--- config.mk ---
export PLATFORM = sky130hd
export DESIGN_NAME = core
export DESIGN_NICKNAME = d
export VERILOG_FILES = /design/src/rtl/core.sv
export SDC_FILE = /design/constraint.sdc
export NUM_CORES = 1
export LEC_CHECK = 0
export ABC_AREA = 1
export ABC_CLOCK_PERIOD_IN_PS = 7700
export CAP_MARGIN = 15
export CORE_AREA = 8 8 277 279
export CTS_CLUSTER_SIZE = 12
export DETAILED_ROUTE_END_ITERATION = 16
export DIE_AREA = 0 0 285 287
export REMOVE_ABC_BUFFERS = 1
export SYNTH_ARGS = -nofsm -noshare
export SYNTH_HDL_FRONTEND = slang
export SYNTH_SLANG_ARGS = --single-unit
--- constraint.sdc ---
create_clock -name clk -period 7.7 [get_ports clk]
set_input_delay 1.155 -clock clk [delete_from_list [all_inputs] [get_ports clk]]
set_output_delay 1.155 -clock clk [all_outputs]
set_load 0.02 [all_outputs]
--- src/rtl/core.sv ---
// WebAssembly-subset stack machine: each instruction is one FETCH cycle and one EXEC
// cycle over an 8-entry operand stack of 64-bit values with 2-bit type tags.
module core #(
    parameter int HAS_FPU   = 1,
    parameter int USE_64B   = 1,
    parameter int MEM_DEPTH = 4
) (
    input  logic                 clk,
    input  logic                 reset,
    output logic [63:0]          result,
    output logic [1:0]           result_type,
    output logic                 result_empty,
    output logic [3:0]           trap,
    output logic [MEM_DEPTH:0]   mem_addr,
    output logic [3:0]           mem_extra,
    input  logic [127:0]         mem_data,
    input  logic                 mem_error,
    output logic [1:0]           o_dbg_state
);
    localparam int PC_W = MEM_DEPTH + 1;

    localparam logic [3:0] TRAP_RUN   = 4'd0;
    localparam logic [3:0] TRAP_END   = 4'd1;
    localparam logic [3:0] TRAP_UNDER = 4'd2;
    localparam logic [3:0] TRAP_OVER  = 4'd3;
    localparam logic [3:0] TRAP_UNK   = 4'd4;
    localparam logic [3:0] TRAP_MEM   = 4'd5;
    localparam logic [3:0] TRAP_TYPE  = 4'd6;

    localparam logic [1:0] T_I32 = 2'd0;
    localparam logic [1:0] T_I64 = 2'd1;
    localparam logic [1:0] T_F32 = 2'd2;
    localparam logic [1:0] T_F64 = 2'd3;

    typedef enum logic [1:0] {
        S_FETCH = 2'd0,
        S_EXEC  = 2'd1,
        S_HALT  = 2'd2
    } state_t;

    // Declaration initialisers match the reset values so the core also runs from power-on.
    state_t            r_state = S_FETCH;
    logic [PC_W-1:0]   r_pc    = '0;
    logic [3:0]        r_sp    = 4'd0;
    logic [3:0]        r_trap  = 4'd0;
    logic [63:0]       r_val  [0:7] = '{default: 64'd0};
    logic [1:0]        r_type [0:7] = '{default: 2'd0};

    state_t            w_state_next;
    logic [7:0]        w_opcode;
    logic [2:0]        w_top_idx;
    logic [2:0]        w_sec_idx;
    logic [31:0]       w_a;
    logic [31:0]       w_b;
    logic [31:0]       w_alu;
    logic              w_a_i32;
    logic              w_b_i32;
    logic              w_full;
    logic              w_empty;
    logic [67:0]       w_leb32;
    logic [67:0]       w_leb64;
    logic [3:0]        w_exec_trap;
    logic              w_wr_en;
    logic [2:0]        w_wr_idx;
    logic [63:0]       w_wr_val;
    logic [1:0]        w_wr_type;
    logic [3:0]        w_sp_next;
    logic [3:0]        w_len;
    logic              w_unused;

    // Signed LEB128 decode of up to maxn bytes; returns {byte_count, sign-extended value}.
    function automatic logic [67:0] leb_decode(input logic [79:0] b, input int maxn);
        logic [63:0] v;
        logic [3:0]  n;
        logic        done;
        v    = '0;
        n    = 4'd0;
        done = 1'b0;
        for (int i = 0; i < 10; i++) begin
            if (!done && i < maxn) begin
                v = v | ({57'd0, b[i*8 +: 7]} << (7 * i));
                n = n + 4'd1;
                if (!b[i*8 + 7] || i == maxn - 1) begin
                    done = 1'b1;
                    if (b[i*8 + 6] && (7 * (i + 1)) < 64) begin
                        v = v | (~64'd0 << (7 * (i + 1)));
                    end
                end
            end
        end
        return {n, v};
    endfunction

    assign w_opcode  = mem_data[7:0];
    assign w_top_idx = r_sp[2:0] - 3'd1;
    assign w_sec_idx = r_sp[2:0] - 3'd2;
    assign w_b       = r_val[w_top_idx][31:0];
    assign w_a       = r_val[w_sec_idx][31:0];
    assign w_b_i32   = (r_type[w_top_idx] == T_I32);
    assign w_a_i32   = (r_type[w_sec_idx] == T_I32);
    assign w_full    = (r_sp == 4'd8);
    assign w_empty   = (r_sp == 4'd0);
    assign w_leb32   = leb_decode(mem_data[87:8], 5);
    assign w_leb64   = leb_decode(mem_data[87:8], 10);
    assign w_unused  = ^{mem_data[127:88], w_leb32[63:32]};

    always_comb begin
        w_alu = 32'd0;
        case (w_opcode)
            8'h46:   w_alu = {31'd0, (w_a == w_b)};
            8'h6A:   w_alu = w_a + w_b;
            8'h6B:   w_alu = w_a - w_b;
            8'h71:   w_alu = w_a & w_b;
            8'h72:   w_alu = w_a | w_b;
            8'h73:   w_alu = w_a ^ w_b;
            default: w_alu = 32'd0;
        endcase
    end

    // Execute-stage decode: a non-zero w_exec_trap suppresses every stack and pc update.
    always_comb begin
        w_exec_trap = TRAP_RUN;
        w_wr_en     = 1'b0;
        w_wr_idx    = r_sp[2:0];
        w_wr_val    = '0;
        w_wr_type   = T_I32;
        w_sp_next   = r_sp;
        w_len       = 4'd1;
        if (mem_error) begin
            w_exec_trap = TRAP_MEM;
        end else begin
            case (w_opcode)
                8'h0B: w_exec_trap = TRAP_END;
                8'h1A: begin
                    if (w_empty) w_exec_trap = TRAP_UNDER;
                    else         w_sp_next   = r_sp - 4'd1;
                end
                8'h41: begin
                    if (w_full) begin
                        w_exec_trap = TRAP_OVER;
                    end else begin
                        w_wr_en   = 1'b1;
                        w_wr_val  = {32'd0, w_leb32[31:0]};
                        w_sp_next = r_sp + 4'd1;
                        w_len     = 4'd1 + w_leb32[67:64];
                    end
                end
                8'h42: begin
                    if (USE_64B == 0) begin
                        w_exec_trap = TRAP_UNK;
                    end else if (w_full) begin
                        w_exec_trap = TRAP_OVER;
                    end else begin
                        w_wr_en   = 1'b1;
                        w_wr_val  = w_leb64[63:0];
                        w_wr_type = T_I64;
                        w_sp_next = r_sp + 4'd1;
                        w_len     = 4'd1 + w_leb64[67:64];
                    end
                end
                8'h43, 8'h44: begin
                    if (HAS_FPU == 0) begin
                        w_exec_trap = TRAP_UNK;
                    end else if (w_full) begin
                        w_exec_trap = TRAP_OVER;
                    end else begin
                        w_wr_en   = 1'b1;
                        w_sp_next = r_sp + 4'd1;
                        if (w_opcode == 8'h43) begin
                            w_wr_val  = {32'd0, mem_data[39:8]};
                            w_wr_type = T_F32;
                            w_len     = 4'd5;
                        end else begin
                            w_wr_val  = mem_data[71:8];
                            w_wr_type = T_F64;
                            w_len     = 4'd9;
                        end
                    end
                end
                8'h45: begin
                    if (w_empty) begin
                        w_exec_trap = TRAP_UNDER;
                    end else if (!w_b_i32) begin
                        w_exec_trap = TRAP_TYPE;
                    end else begin
                        w_wr_en  = 1'b1;
                        w_wr_idx = w_top_idx;
                        w_wr_val = {63'd0, (w_b == 32'd0)};
                    end
                end
                8'h46, 8'h6A, 8'h6B, 8'h71, 8'h72, 8'h73: begin
                    if (r_sp < 4'd2) begin
                        w_exec_trap = TRAP_UNDER;
                    end else if (!w_a_i32 || !w_b_i32) begin
                        w_exec_trap = TRAP_TYPE;
                    end else begin
                        w_wr_en   = 1'b1;
                        w_wr_idx  = w_sec_idx;
                        w_wr_val  = {32'd0, w_alu};
                        w_sp_next = r_sp - 4'd1;
                    end
                end
                default: w_exec_trap = TRAP_UNK;
            endcase
        end
    end

    always_comb begin
        w_state_next = r_state;
        case (r_state)
            S_FETCH: w_state_next = S_EXEC;
            S_EXEC:  w_state_next = (w_exec_trap != TRAP_RUN) ? S_HALT : S_FETCH;
            default: w_state_next = S_HALT;
        endcase
    end

    always_ff @(posedge clk) begin
        if (reset) begin
            r_state <= S_FETCH;
            r_pc    <= '0;
            r_sp    <= 4'd0;
            r_trap  <= TRAP_RUN;
        end else begin
            r_state <= w_state_next;
            if (r_state == S_EXEC) begin
                if (w_exec_trap != TRAP_RUN) begin
                    r_trap <= w_exec_trap;
                end else begin
                    r_pc <= r_pc + PC_W'(w_len);
                    r_sp <= w_sp_next;
                    if (w_wr_en) begin
                        r_val[w_wr_idx]  <= w_wr_val;
                        r_type[w_wr_idx] <= w_wr_type;
                    end
                end
            end
        end
    end

    // Memory returns the 16 bytes at mem_addr one cycle after FETCH, so EXEC sees them.
    always_comb begin
        mem_addr    = r_pc;
        mem_extra   = 4'd15;
        trap        = r_trap;
        o_dbg_state = r_state;
        result_empty = w_empty;
        if (w_empty) begin
            result      = 64'd0;
            result_type = T_I32;
        end else begin
            result      = r_val[w_top_idx];
            result_type = r_type[w_top_idx];
        end
    end
endmodule

==> results.json <==
{
  "status": "finished, final reports clean",
  "fmax_mhz": 158.8,
  "final_antenna_net_count": 0,
  "nFillCells": 6874,
  "total_power_mw": 5.965,
  "hold_viol_final": 0,
  "synth_cell_type_count": 60,
  "drt_wl_total_um": 109500,
  "finalClockSkew_ns": 0.03147,
  "synth_edf_count": 528,
  "final_common_cell": "nand2_1",
  "crit_slowest_cell": "ha_4",
  "timing.hold.ws_ns": 0.4453,
  "clock_sinks": 542,
  "criticalPathCategory": "reg2reg",
  "final_area_um2": 36390,
  "synth_flop_cell": "edfxtp_1",
  "synthCells": 3841,
  "clock_latency_ns": 0.64,
  "die-area_um2": 81800,
  "core-area_um2": 72340,
  "port-buffer-count": 160,
  "cp_max_fo": 111,
  "slew_viol_final": 0,
  "worstMarginPinSlew_ns": 1.153,
  "wl_per_cell_um": 22.32,
  "fin_cells": 4905,
  "grt_first_pass_wirelength_um": 162000,
  "dieWidth_um": 285,
  "rows": 99,
  "setup_viol": 0,
  "gp_congestion": 1.052,
  "grt_overflow": 0,
  "grt_usage": 0.2568,
  "worst-path-buf-inv": 3,
  "cts_tree": "built",
  "ios": 213,
  "cts_inserted_buffers": 57,
  "cts_root_buf": "clkbuf_16",
  "start_util": 0.4457,
  "finalNetCount": 4146,
  "die_y_um": 287,
  "drive_above_1_share": 0.04645,
  "drtPass1Iterations": 8,
  "syn_area_um2": 32240,
  "worstPathArrival_ns": 6.65,
  "dp.cells": 4802,
  "fin_ws_ns": 1.401,
  "htree_num_levels": 2,
  "final.min_clock_period_ns": 6.299,
  "synth_top_area_share": 0.4917,
  "drt_iter0_markers": 2724,
  "critPathLaunchType": "flop",
  "min_path_type": "reg2reg",
  "irDropWorstVdd_mv": 0.1903,
  "slowest_delay_ns": 0.91,
  "worstSetupEndpointType": "flop",
  "yosys_warnings": 0,
  "hpwlAfterDp_um": 71570,
  "crit_chain": "inv_8 -> ha_4 -> buf_4 -> a21oi_1 -> o21ai_0 -> o21ai_0 -> o21ai_1 -> ha_1 -> inv_1 -> o21ai_0 -> a21oi_1 -> o21ai_0 -> a21oi_1 -> nand2_1 -> nand2_1 -> nand3_1 -> nand3_1 -> nand2_1 -> a21oi_1",
  "clk_pin_slew_worst_paths_ns": 0.06,
  "area_growth_pct": 12.87,
  "postCtsSetupBuffers": 0,
  "seq_area_frac_synth": 0.5004,
  "fin_tns_setup_ns": 0,
  "yosys-top-cells-area": "edfxtp_1, o21ai_0, nand2_1, nor2_1, inv_1",
  "clock_path_buffers": 3,
  "yosysTopAreaCell": "edfxtp_1",
  "rsz0062_at_grt": "false",
  "ys_ff_latch": 542,
  "multi_input_area_um2": 13630,
  "p_leak_nw": 13.28,
  "cts-resized-gates": 0,
  "drv_cap": 0,
  "holdBufCountCts": 0,
  "p_per_area_nw_per_um2": 163.9,
  "syn_area_per_cell_um2": 8.395,
  "num_vias": 28260,
  "maxSlewHeadroom": 0.2285,
  "dp_slack_ns": 0.8150,
  "vias_per_cell": 5.760,
  "finalCoreUtilization": 0.5031,
  "place_area_um2": 34680,
  "grt_max_degree": 216,
  "final_cell_mix": "nand2_1, o21ai_0, nor2_1, edfxtp_1, inv_1",
  "drc": 0,
  "antenna_found_initial": 11,
  "cpLargestDelayFamily": "compound AO/OA/AOI/OAI gates",
  "min_period_over_period": 0.8180,
  "async_flop_share": 0,
  "grt_pass1_vias": 26880,
  "critPathRequiredTime_ns": 8.05,
  "seq_area_um2": 16140
}
-- power by group --
group          internal [mW]  switching [mW]  leakage [nW]
logic                 0.0754           0.116          8.38
clock network           1.45            1.13         0.824
registers               3.19         0.00158          4.08
total                   4.71            1.25          13.3
-- registers in the layout (all words and copies together) (netlist names) --
signal and count:
o_dbg_state 2, trap 3, mem_addr 5, r_val 512
r_sp 4, r_type 16
-- worst paths after layout --
path	depth (start not counted)	endpoint	start	slack [ns]
worst max-delay path	19	r_val[2][29]	r_sp[0]	1.40
worst max register to register	19	r_val[2][29]	r_sp[0]	1.40
worst min register to register	1	o_dbg_state[0]	o_dbg_state[0]	0.45
worst min-delay path	1	o_dbg_state[0]	o_dbg_state[0]	0.45
-- cell usage after synthesis (all sizes together), types with 3 or more instances --
cell	n
inv	437
o22ai	76
clkbuf	121
or2	9
o21bai	6
buf	89
nor3	19
o221ai	4
xnor2	3
nand3	191
dfxtp	14
o21ai	573
xor2	10
o211ai	51
edfxtp	528
a22oi	10
fa	4
o2111ai	4
a21oi	289
a221oi	15
nand4	30
nor2	578
ha	109
nand2	581
a31oi	39
nor4	6
nand3b	4
o21a	25
-- cell families (layout without fill, tap and decap cells) --
family	count (synthesis)	count (layout)	synth area share
buf+inv	647	743	0.08005
fa+ha+maj	113	113	0.04478
xor+xnor	13	13	0.004113
other cells	2	11	0.0002329
flops	542	542	0.5004
simple gates	1420	1420	0.1826
compound gates	1104	1104	0.1878
-- per-layer routing --
metal	GRT usage	part of all wire	routed length [um]	up-vias
met2	0.4221	0.46	50210	1236
met1	0.3311	0.41	45240	13420
li1	-	-	-	13330
met3	0.05343	0.088	9642	259
met4	0.1021	0.039	4306	10
met5	0	0.00063	69	-
-- final cells by class --
class	count	share of cell area
Clock inverter	27	0.006257
Antenna cell	6	0.0004126
Clock buffer	70	0.04053
Multi-Input combinational cell	2655	0.3745
Tap cell	959	0.03297
Sequential cell	542	0.4435
Timing Repair Buffer	209	0.05652
Inverter	437	0.04535
(Power assumes the default switching activity.)
